--- src/rtl/uart_pkg.sv ---
// ============================================================================
// Module  : uart_pkg
// Brief   : Shared register offsets, IIR codes and LSR bit positions for the
//           UART register bank.
// Revision: 1.0 - initial release
// ============================================================================
`default_nettype none

package uart_pkg;

    localparam logic [2:0] UART_REG_DATA = 3'd0;
    localparam logic [2:0] UART_REG_IER  = 3'd1;
    localparam logic [2:0] UART_REG_IIR  = 3'd2;
    localparam logic [2:0] UART_REG_LCR  = 3'd3;
    localparam logic [2:0] UART_REG_MCR  = 3'd4;
    localparam logic [2:0] UART_REG_LSR  = 3'd5;
    localparam logic [2:0] UART_REG_MSR  = 3'd6;
    localparam logic [2:0] UART_REG_SCR  = 3'd7;

    localparam logic [7:0] UART_IIR_NONE = 8'hC1;
    localparam logic [7:0] UART_IIR_THRE = 8'hC2;
    localparam logic [7:0] UART_IIR_RDA  = 8'hC4;

    localparam int UART_LSR_DR   = 0;
    localparam int UART_LSR_OE   = 1;
    localparam int UART_LSR_THRE = 5;
    localparam int UART_LSR_TEMT = 6;

    localparam int UART_FCR_RX_CLR = 1;
    localparam int UART_FCR_TX_CLR = 2;
    localparam int UART_LCR_DLAB   = 7;

    localparam logic [7:0] UART_LCR_RESET = 8'h03;

    // Receive-data interrupt outranks transmit-empty.
    function automatic logic [7:0] uart_iir(input logic rx_pend, input logic tx_pend);
        if (rx_pend)
            return UART_IIR_RDA;
        else if (tx_pend)
            return UART_IIR_THRE;
        else
            return UART_IIR_NONE;
    endfunction

endpackage

`default_nettype wire

--- src/rtl/uart_reg_fifo.sv ---
// ============================================================================
// Module  : uart_reg_fifo
// Brief   : Byte-wide synchronous FIFO, 2**FIFO_AW entries, with clear.
// Revision: 1.0 - initial release
// ============================================================================
`default_nettype none

module uart_reg_fifo #(
    parameter int FIFO_AW = 4
) (
    input  logic               clk,
    input  logic               wb_rst_i,
    input  logic               push_i,
    input  logic [7:0]         push_data_i,
    input  logic               pop_i,
    input  logic               clear_i,
    output logic [7:0]         head_o,
    output logic               empty_o,
    output logic               full_o,
    output logic [FIFO_AW:0]   count_o
);

    localparam int               DEPTH      = 1 << FIFO_AW;
    localparam logic [FIFO_AW:0] FULL_COUNT = (FIFO_AW + 1)'(DEPTH);
    localparam logic [FIFO_AW:0] CNT_ONE    = (FIFO_AW + 1)'(1);
    localparam logic [FIFO_AW-1:0] PTR_ONE  = FIFO_AW'(1);

    logic [7:0]         mem_q [DEPTH];
    logic [FIFO_AW-1:0] wr_ptr_q, wr_ptr_d;
    logic [FIFO_AW-1:0] rd_ptr_q, rd_ptr_d;
    logic [FIFO_AW:0]   count_q, count_d;
    logic               pop_ok;
    logic               push_ok;

    assign empty_o = (count_q == '0);
    assign full_o  = (count_q == FULL_COUNT);
    assign count_o = count_q;
    assign head_o  = mem_q[rd_ptr_q];

    // A full FIFO still accepts a push when a pop frees a slot on the same edge.
    assign pop_ok  = pop_i & ~empty_o;
    assign push_ok = push_i & (~full_o | pop_ok);

    always_comb begin
        wr_ptr_d = wr_ptr_q;
        rd_ptr_d = rd_ptr_q;
        count_d  = count_q;
        if (clear_i) begin
            wr_ptr_d = '0;
            rd_ptr_d = '0;
            count_d  = '0;
        end else begin
            if (push_ok)
                wr_ptr_d = wr_ptr_q + PTR_ONE;
            if (pop_ok)
                rd_ptr_d = rd_ptr_q + PTR_ONE;
            case ({push_ok, pop_ok})
                2'b10:   count_d = count_q + CNT_ONE;
                2'b01:   count_d = count_q - CNT_ONE;
                default: count_d = count_q;
            endcase
        end
    end

    always_ff @(posedge clk or posedge wb_rst_i) begin
        if (wb_rst_i) begin
            wr_ptr_q <= '0;
            rd_ptr_q <= '0;
            count_q  <= '0;
        end else begin
            wr_ptr_q <= wr_ptr_d;
            rd_ptr_q <= rd_ptr_d;
            count_q  <= count_d;
        end
    end

    always_ff @(posedge clk) begin
        if (push_ok && !clear_i)
            mem_q[wr_ptr_q] <= push_data_i;
    end

endmodule

`default_nettype wire

--- src/rtl/uart_reg_bank.sv ---
// ============================================================================
// Module  : uart_reg_bank
// Brief   : UART programmer-visible registers, TX/RX FIFOs and interrupt.
//           UART_FIFO_COUNT_EN turns offset 7 into a read-only FIFO level
//           register; otherwise offset 7 is a scratch register.
// Revision: 1.0 - initial release
// ============================================================================
`default_nettype none

module uart_reg_bank
    import uart_pkg::*;
#(
    parameter int FIFO_AW = 4
) (
    input  logic        clk,
    input  logic        wb_rst_i,
    input  logic [2:0]  adr_i,
    input  logic [7:0]  dat_i,
    output logic [7:0]  dat_o,
    input  logic        we_i,
    input  logic        re_i,
    output logic [7:0]  tx_data_o,
    output logic        tx_valid_o,
    input  logic        tx_ready_i,
    input  logic        tx_busy_i,
    input  logic [7:0]  rx_data_i,
    input  logic        rx_valid_i,
    output logic [15:0] divisor_o,
    output logic [7:0]  lcr_o,
    output logic        int_o
);

    logic       we_q, re_q;
    logic [7:0] dll_q, dll_d;
    logic [7:0] dlm_q, dlm_d;
    logic [7:0] lcr_q, lcr_d;
    logic [1:0] ier_q, ier_d;
    logic       overrun_q, overrun_d;
    logic [7:0] dat_q, dat_d;
    logic       int_q;
`ifndef UART_FIFO_COUNT_EN
    logic [7:0] scr_q, scr_d;
`endif

    logic             we_act, re_act, dlab;
    logic             tx_push, tx_pop, tx_clear;
    logic             rx_pop, rx_clear;
    logic [7:0]       tx_head, rx_head;
    logic             tx_empty, tx_full, rx_empty, rx_full;
    logic [FIFO_AW:0] tx_count, rx_count;
    logic             rx_pend, tx_pend, overrun_set, lsr_read;
    logic [7:0]       lsr, rd_data;

    // Each bus access holds its strobe for two cycles; only the rising cycle acts.
    assign we_act = we_i & ~we_q;
    assign re_act = re_i & ~re_q;
    assign dlab   = lcr_q[UART_LCR_DLAB];

    assign tx_push  = we_act & (adr_i == UART_REG_DATA) & ~dlab;
    assign tx_pop   = tx_valid_o & tx_ready_i;
    assign tx_clear = we_act & (adr_i == UART_REG_IIR) & dat_i[UART_FCR_TX_CLR];
    assign rx_pop   = re_act & (adr_i == UART_REG_DATA) & ~dlab;
    assign rx_clear = we_act & (adr_i == UART_REG_IIR) & dat_i[UART_FCR_RX_CLR];
    assign lsr_read = re_act & (adr_i == UART_REG_LSR);

    uart_reg_fifo #(.FIFO_AW(FIFO_AW)) u_tx_fifo (
        .clk         (clk),
        .wb_rst_i    (wb_rst_i),
        .push_i      (tx_push),
        .push_data_i (dat_i),
        .pop_i       (tx_pop),
        .clear_i     (tx_clear),
        .head_o      (tx_head),
        .empty_o     (tx_empty),
        .full_o      (tx_full),
        .count_o     (tx_count)
    );

    uart_reg_fifo #(.FIFO_AW(FIFO_AW)) u_rx_fifo (
        .clk         (clk),
        .wb_rst_i    (wb_rst_i),
        .push_i      (rx_valid_i),
        .push_data_i (rx_data_i),
        .pop_i       (rx_pop),
        .clear_i     (rx_clear),
        .head_o      (rx_head),
        .empty_o     (rx_empty),
        .full_o      (rx_full),
        .count_o     (rx_count)
    );

    assign tx_data_o  = tx_head;
    assign tx_valid_o = ~tx_empty;

    // A simultaneous pop makes room, so only an unpaired push into a full FIFO overruns.
    assign overrun_set = rx_valid_i & rx_full & ~(rx_pop & ~rx_empty) & ~rx_clear;

    assign rx_pend = ier_q[0] & ~rx_empty;
    assign tx_pend = ier_q[1] & tx_empty;

    always_comb begin
        lsr                = 8'h00;
        lsr[UART_LSR_DR]   = ~rx_empty;
        lsr[UART_LSR_OE]   = overrun_q;
        lsr[UART_LSR_THRE] = ~tx_full;
        lsr[UART_LSR_TEMT] = tx_empty & ~tx_busy_i;
    end

`ifdef UART_FIFO_COUNT_EN
    logic [3:0] tx_lvl, rx_lvl;
    localparam logic [FIFO_AW:0] LVL_MAX = (FIFO_AW + 1)'(15);
    assign tx_lvl = (tx_count > LVL_MAX) ? 4'hF : 4'(tx_count);
    assign rx_lvl = (rx_count > LVL_MAX) ? 4'hF : 4'(rx_count);
`else
    logic count_unused;
    assign count_unused = ^{tx_count, rx_count};
`endif

    always_comb begin
        rd_data = 8'h00;
        case (adr_i)
            UART_REG_DATA: rd_data = dlab ? dll_q : (rx_empty ? 8'h00 : rx_head);
            UART_REG_IER:  rd_data = dlab ? dlm_q : {6'b000000, ier_q};
            UART_REG_IIR:  rd_data = uart_iir(rx_pend, tx_pend);
            UART_REG_LCR:  rd_data = lcr_q;
            UART_REG_LSR:  rd_data = lsr;
`ifdef UART_FIFO_COUNT_EN
            UART_REG_SCR:  rd_data = {tx_lvl, rx_lvl};
`else
            UART_REG_SCR:  rd_data = scr_q;
`endif
            default:       rd_data = 8'h00;
        endcase
    end

    always_comb begin
        dll_d     = dll_q;
        dlm_d     = dlm_q;
        lcr_d     = lcr_q;
        ier_d     = ier_q;
        overrun_d = overrun_q;
        dat_d     = dat_q;
`ifndef UART_FIFO_COUNT_EN
        scr_d     = scr_q;
`endif
        if (we_act) begin
            case (adr_i)
                UART_REG_DATA: if (dlab) dll_d = dat_i;
                UART_REG_IER: begin
                    if (dlab)
                        dlm_d = dat_i;
                    else
                        ier_d = dat_i[1:0];
                end
                UART_REG_LCR:  lcr_d = dat_i;
`ifndef UART_FIFO_COUNT_EN
                UART_REG_SCR:  scr_d = dat_i;
`endif
                default: ;
            endcase
        end
        if (re_act)
            dat_d = rd_data;
        if (lsr_read)
            overrun_d = 1'b0;
        if (overrun_set)
            overrun_d = 1'b1;
    end

    always_ff @(posedge clk or posedge wb_rst_i) begin
        if (wb_rst_i) begin
            we_q      <= 1'b0;
            re_q      <= 1'b0;
            dll_q     <= 8'h00;
            dlm_q     <= 8'h00;
            lcr_q     <= UART_LCR_RESET;
            ier_q     <= 2'b00;
            overrun_q <= 1'b0;
            dat_q     <= 8'h00;
            int_q     <= 1'b0;
`ifndef UART_FIFO_COUNT_EN
            scr_q     <= 8'h00;
`endif
        end else begin
            we_q      <= we_i;
            re_q      <= re_i;
            dll_q     <= dll_d;
            dlm_q     <= dlm_d;
            lcr_q     <= lcr_d;
            ier_q     <= ier_d;
            overrun_q <= overrun_d;
            dat_q     <= dat_d;
            int_q     <= rx_pend | tx_pend;
`ifndef UART_FIFO_COUNT_EN
            scr_q     <= scr_d;
`endif
        end
    end

    assign dat_o     = dat_q;
    assign divisor_o = {dlm_q, dll_q};
    assign lcr_o     = lcr_q;
    assign int_o     = int_q;

endmodule

`default_nettype wire

--- config.mk ---
export PLATFORM = sky130hd
export DESIGN_NAME = uart_reg_bank
export DESIGN_NICKNAME = d
export VERILOG_FILES = /design/src/rtl/uart_pkg.sv /design/src/rtl/uart_reg_fifo.sv /design/src/rtl/uart_reg_bank.sv
export SDC_FILE = /design/constraint.sdc
export NUM_CORES = 1
export LEC_CHECK = 0
export ABC_AREA = 1
export BUFFER_PORTS_ARGS = -buffer_cell sky130_fd_sc_hd__buf_2
export CELL_PAD_IN_SITES_DETAIL_PLACEMENT = 0
export CELL_PAD_IN_SITES_GLOBAL_PLACEMENT = 1
export CORE_ASPECT_RATIO = 1.25
export CORE_UTILIZATION = 45
export DETAILED_ROUTE_END_ITERATION = 6
export PLACE_DENSITY = 0.85
export REMOVE_ABC_BUFFERS = 1
export SETUP_SLACK_MARGIN = 0.05
export SLEW_MARGIN = 10
export SYNTH_ARGS = -nofsm -noshare
export SYNTH_HDL_FRONTEND = slang
export SYNTH_SLANG_ARGS = --single-unit
--- constraint.sdc ---
create_clock -name clk -period 2.93 [get_ports clk]
set_clock_uncertainty 0.2 [all_clocks]
set_input_delay 0.586 -clock clk [delete_from_list [all_inputs] [get_ports clk]]
set_output_delay 0.586 -clock clk [all_outputs]
set_load 0.1 [all_outputs]
==> results.toml <==
[sta]
maxSlewViolCount = 0
worst_slew_pin_slew_ns = 0.651
period_share_pct = 104
finalHoldViolCount = 0
timing.hold.ws_ns = 0.172
finalWorstSetupSlack_ns = -0.111
grt_setup_unrepaired = "yes"
fin_crit_ns = 3.04
slew_headroom_pct = 56.5
fmax_mhz = 329
setup_violations = 8
finalSetupTns_ns = -0.535

[synth]
netlist_instances = 1250
synth_seq_area_share_pct = 66.1
postSynthRegisterBits = 328
synth_edf_count = 256
synth_flop_cell = "sky130_fd_sc_hd__edfxtp_1"
synthesis.area_per_instance_um2 = 11.5
synthesis.area_um2 = 14400
yosys_warnings = 0
ys_async_rst_share_pct = 22.0
ys_types = 52

[floorplanning]
starting_utilization_of_the_core_area_pct = 46.0
floorplan.die.width_um = 162
core-area_um2 = 31200
i_o_pins = 68
die-height_um = 202
dieArea_um2 = 32600
placementRows = 72

[routing]
drt-total-wl_mm = 33.7
antenna_violating_nets_remaining = 0
route.vias.total = 9617
first_pass_iters = 5
detail_route.iter0.violations = 762
detail_routed_net_length_per_standard_cell_um = 18.8
post_drt_via_cell_ratio = 5.36
detail_route.drc_violations = 0

[setup_path]
worst-r2r-cell-count = 15
worstSetupStartpointType = "flip-flop"
critical_path.reg2reg.startpoint = "u_rx_fifo.count_o[0]"
timing.critical_path.cells = "buf_8, mux2i_1, o211ai_1, o211ai_1, nand2_1, buf_12"
critical_path.n_buffers_inverters = 2
end_kind = "output port"
highest_net_fanout_along_the_worst_path = 8
reg2reg_setup_slack_ns = 0.31
timing.critical_path.mode_cell = "sky130_fd_sc_hd__o211ai_1"
timing.critical_path.required_ns = 2.14
crit_arrival_ns = 2.26
path_class = "reg2out"
end_of_the_worst_register_to_register_path = "u_rx_fifo.count_o[4]"
path_delay_family = "flip-flops"
timing.critical_path.slowest_cell_delay_ns = 0.59
crit_path_top_delay_cell = "sky130_fd_sc_hd__dfrtp_4"

[final_layout]
synthToLayoutAreaGrowth_pct = 15.6
fin_util_pct = 53.2
final_cell_count_no_fill = 1793
final_layout_size_suffix_gt1_share_pct = 18.0
nNetsFinal = 1407
num-fill-cells = 2680
design_area_um2 = 16600
n_antenna_cell = 0

[global_routing]
grt.overflow.total = 0
grt_antenna_before_repair = 0
grt_use_total_pct = 21.0
vias_in_the_first_global_route = 9561
grt_start_max_net_pins = 63
grt_first_pass_wirelength_mm = 52.4

[worst_hold_path]
worstHoldPathType = "in2reg"
timing.hold.worst_endpoint = "overrun_q"
whs_path_depth = 3
worstHoldStart = "rx_valid_i"

[run]
cap_viol_max_count = 0

[clocking]
tritoncts_clock_tree = "yes"
clk_transition_reported_paths_ns = 0.06
ctsHtreeMaxLevel = 1
cts_buffers = 31
buffers_from_clock_root_to_sink_at_most = 3
cts_root_buf = "sky130_fd_sc_hd__clkbuf_16"
clock-sinks = 328
clk_latency_ns = 0.57

[run_status]
outcome = "complete, but fails checks"
failed_checks = "negative setup slack"

[pwr]
cellLeakagePower_nw = 6.62
power_density_nw_per_um2 = 968
vdd.ir_drop.worst_mv = 0.882
totalPowerFinal_mw = 16.1

[place]
post-dp-hpwl_mm = 22.5
detailed_place.area_um2 = 15500
place.port_buffers = 67
placement.setup.worst_slack_ns = 0.181
placed_cells = 1728
place.gp.congestion = 0.843
layer usage:
metal	GRT usage (%)	share of wire [%]	wire length (um)	up-vias
met5	0	0	0	-
met3	1.98	4.4	1490	68
met4	8.59	3.5	1190	0
li1	-	-	-	4613
met2	38.1	52	17600	251
met1	25.4	40	13400	4685
cell usage in the layout, fill, tap and decap left out, drive strengths merged, types with 6 or more instances in the layout:
cell type / n
edfxtp: 256
nand2: 256
o21ai: 145
buf: 129
nor2: 115
inv: 100
dfrtp: 70
nand3: 60
a21oi: 53
o211ai: 48
clkbuf: 38
mux2i: 32
clkinv: 17
ha: 15
nor3: 7
nand4: 6
synth_stat cells, types with 3 or more instances:
| master | count | area, um2 |
|---|---|---|
| sky130_fd_sc_hd__xor2_1 | 4 | 35.0 |
| sky130_fd_sc_hd__buf_2 | 18 | 90.1 |
| sky130_fd_sc_hd__nor2_2 | 3 | 18.8 |
| sky130_fd_sc_hd__nand3_2 | 3 | 30.0 |
| sky130_fd_sc_hd__nand3_1 | 53 | 265 |
| sky130_fd_sc_hd__o21ai_1 | 11 | 55.1 |
| sky130_fd_sc_hd__o211ai_1 | 48 | 360 |
| sky130_fd_sc_hd__nand2_1 | 232 | 871 |
| sky130_fd_sc_hd__nor2_1 | 104 | 390 |
| sky130_fd_sc_hd__ha_1 | 15 | 188 |
| sky130_fd_sc_hd__inv_1 | 88 | 330 |
| sky130_fd_sc_hd__mux2i_1 | 32 | 320 |
| sky130_fd_sc_hd__o21ai_2 | 3 | 26.3 |
| sky130_fd_sc_hd__dfrtp_1 | 70 | 1750 |
| sky130_fd_sc_hd__nor3_1 | 4 | 20.0 |
| sky130_fd_sc_hd__o21ai_0 | 131 | 656 |
| sky130_fd_sc_hd__buf_6 | 3 | 33.8 |
| sky130_fd_sc_hd__a21oi_1 | 52 | 260 |
| sky130_fd_sc_hd__a31oi_1 | 4 | 25.0 |
| sky130_fd_sc_hd__nand3_4 | 4 | 70.1 |
| sky130_fd_sc_hd__inv_2 | 8 | 30.0 |
| sky130_fd_sc_hd__o22ai_1 | 3 | 18.8 |
| sky130_fd_sc_hd__clkinv_1 | 3 | 11.3 |
| sky130_fd_sc_hd__buf_4 | 5 | 37.5 |
| sky130_fd_sc_hd__a22o_1 | 4 | 35.0 |
| sky130_fd_sc_hd__nand2_4 | 13 | 146 |
| sky130_fd_sc_hd__edfxtp_1 | 256 | 7690 |
| sky130_fd_sc_hd__nor2_4 | 7 | 78.8 |
| sky130_fd_sc_hd__nand2_2 | 11 | 68.8 |
| sky130_fd_sc_hd__nand4_1 | 4 | 25.0 |
| sky130_fd_sc_hd__clkbuf_1 | 23 | 86.3 |
how the worst max path moves through the flow:
stage / from / end / cells after the start
global placement: adr_i[0] / u_rx_fifo.count_o[4] / 15
finish: u_tx_fifo.rd_ptr_q[0] / tx_data_o[6] / 6
detailed placement: adr_i[0] / u_rx_fifo.count_o[4] / 15
CTS: u_tx_fifo.rd_ptr_q[0] / tx_data_o[6] / 6
floorplan: u_tx_fifo.rd_ptr_q[0] / tx_data_o[6] / 4
global route: u_tx_fifo.rd_ptr_q[0] / tx_data_o[5] / 7
report_power, final:
| group | internal (mW) | switching [mW] |
|---|---|---|
| clock | 1.92 | 1.64 |
| combinational | 2.05 | 4.58 |
| sequential | 5.50 | 0.376 |
| total | 9.47 | 6.59 |
worst register-to-register path: stages, from the launching register on:
cell and delay [ns]:
sky130_fd_sc_hd__dfrtp_1 0.43, sky130_fd_sc_hd__nor2_2 0.15, sky130_fd_sc_hd__nand4_2 0.20, sky130_fd_sc_hd__nand2_1 0.20, sky130_fd_sc_hd__nor2_4 0.05, sky130_fd_sc_hd__nand2_2 0.08, sky130_fd_sc_hd__inv_2 0.06, sky130_fd_sc_hd__nand2_4 0.10
sky130_fd_sc_hd__inv_1 0.09, sky130_fd_sc_hd__ha_1 0.32, sky130_fd_sc_hd__a21oi_1 0.14, sky130_fd_sc_hd__nand2_1 0.07, sky130_fd_sc_hd__xor2_1 0.15, sky130_fd_sc_hd__xor2_1 0.16, sky130_fd_sc_hd__nand3_1 0.07, sky130_fd_sc_hd__nand2_1 0.05
cell families after synthesis:
group	after synthesis	synth area share [%]
xor+xnor	4	0.244
fa+ha+maj	16	1.45
mux	32	2.23
simple gates	450	14.8
flops	328	66.1
buf+inv	154	4.58
compound gates	266	10.6
what timing repair did:
action                                  CTS  global route
setup buffers                             4             2
endpoints found under the hold margin    34             0
cloned                                    0             2
endpoints found under the setup margin    8             8
gates resized for setup                  15            17
hold buffers                              3             0
pin swaps                                10            12
layout make-up:
| class | count | area [um2] | share of cell area, % |
|---|---|---|---|
| clock buffers | 37 | 798 | 4.81 |
| clock inverters | 17 | 82.6 | 0.498 |
| inverters | 103 | 404 | 2.44 |
| multi-input cells | 768 | 4240 | 25.6 |
| flip-flops and latches | 328 | 9500 | 57.2 |
| well taps | 407 | 509 | 3.07 |
| repair buffers | 133 | 1060 | 6.39 |
registers in the layout, indices dropped and copies added, names as in the netlist, 2 cells and up:
signal,cells
u_tx_fifo.rd_ptr_q,4
u_tx_fifo.wr_ptr_q,4
ier_q,2
u_tx_fifo.mem_q,128
lcr_o,8
u_tx_fifo.count_o,5
u_rx_fifo.count_o,5
dat_o,8
u_rx_fifo.rd_ptr_q,4
dlm_q,8
scr_q,8
dll_q,8
u_rx_fifo.wr_ptr_q,4
u_rx_fifo.mem_q,128
Power figures use the tool's default switching activity.
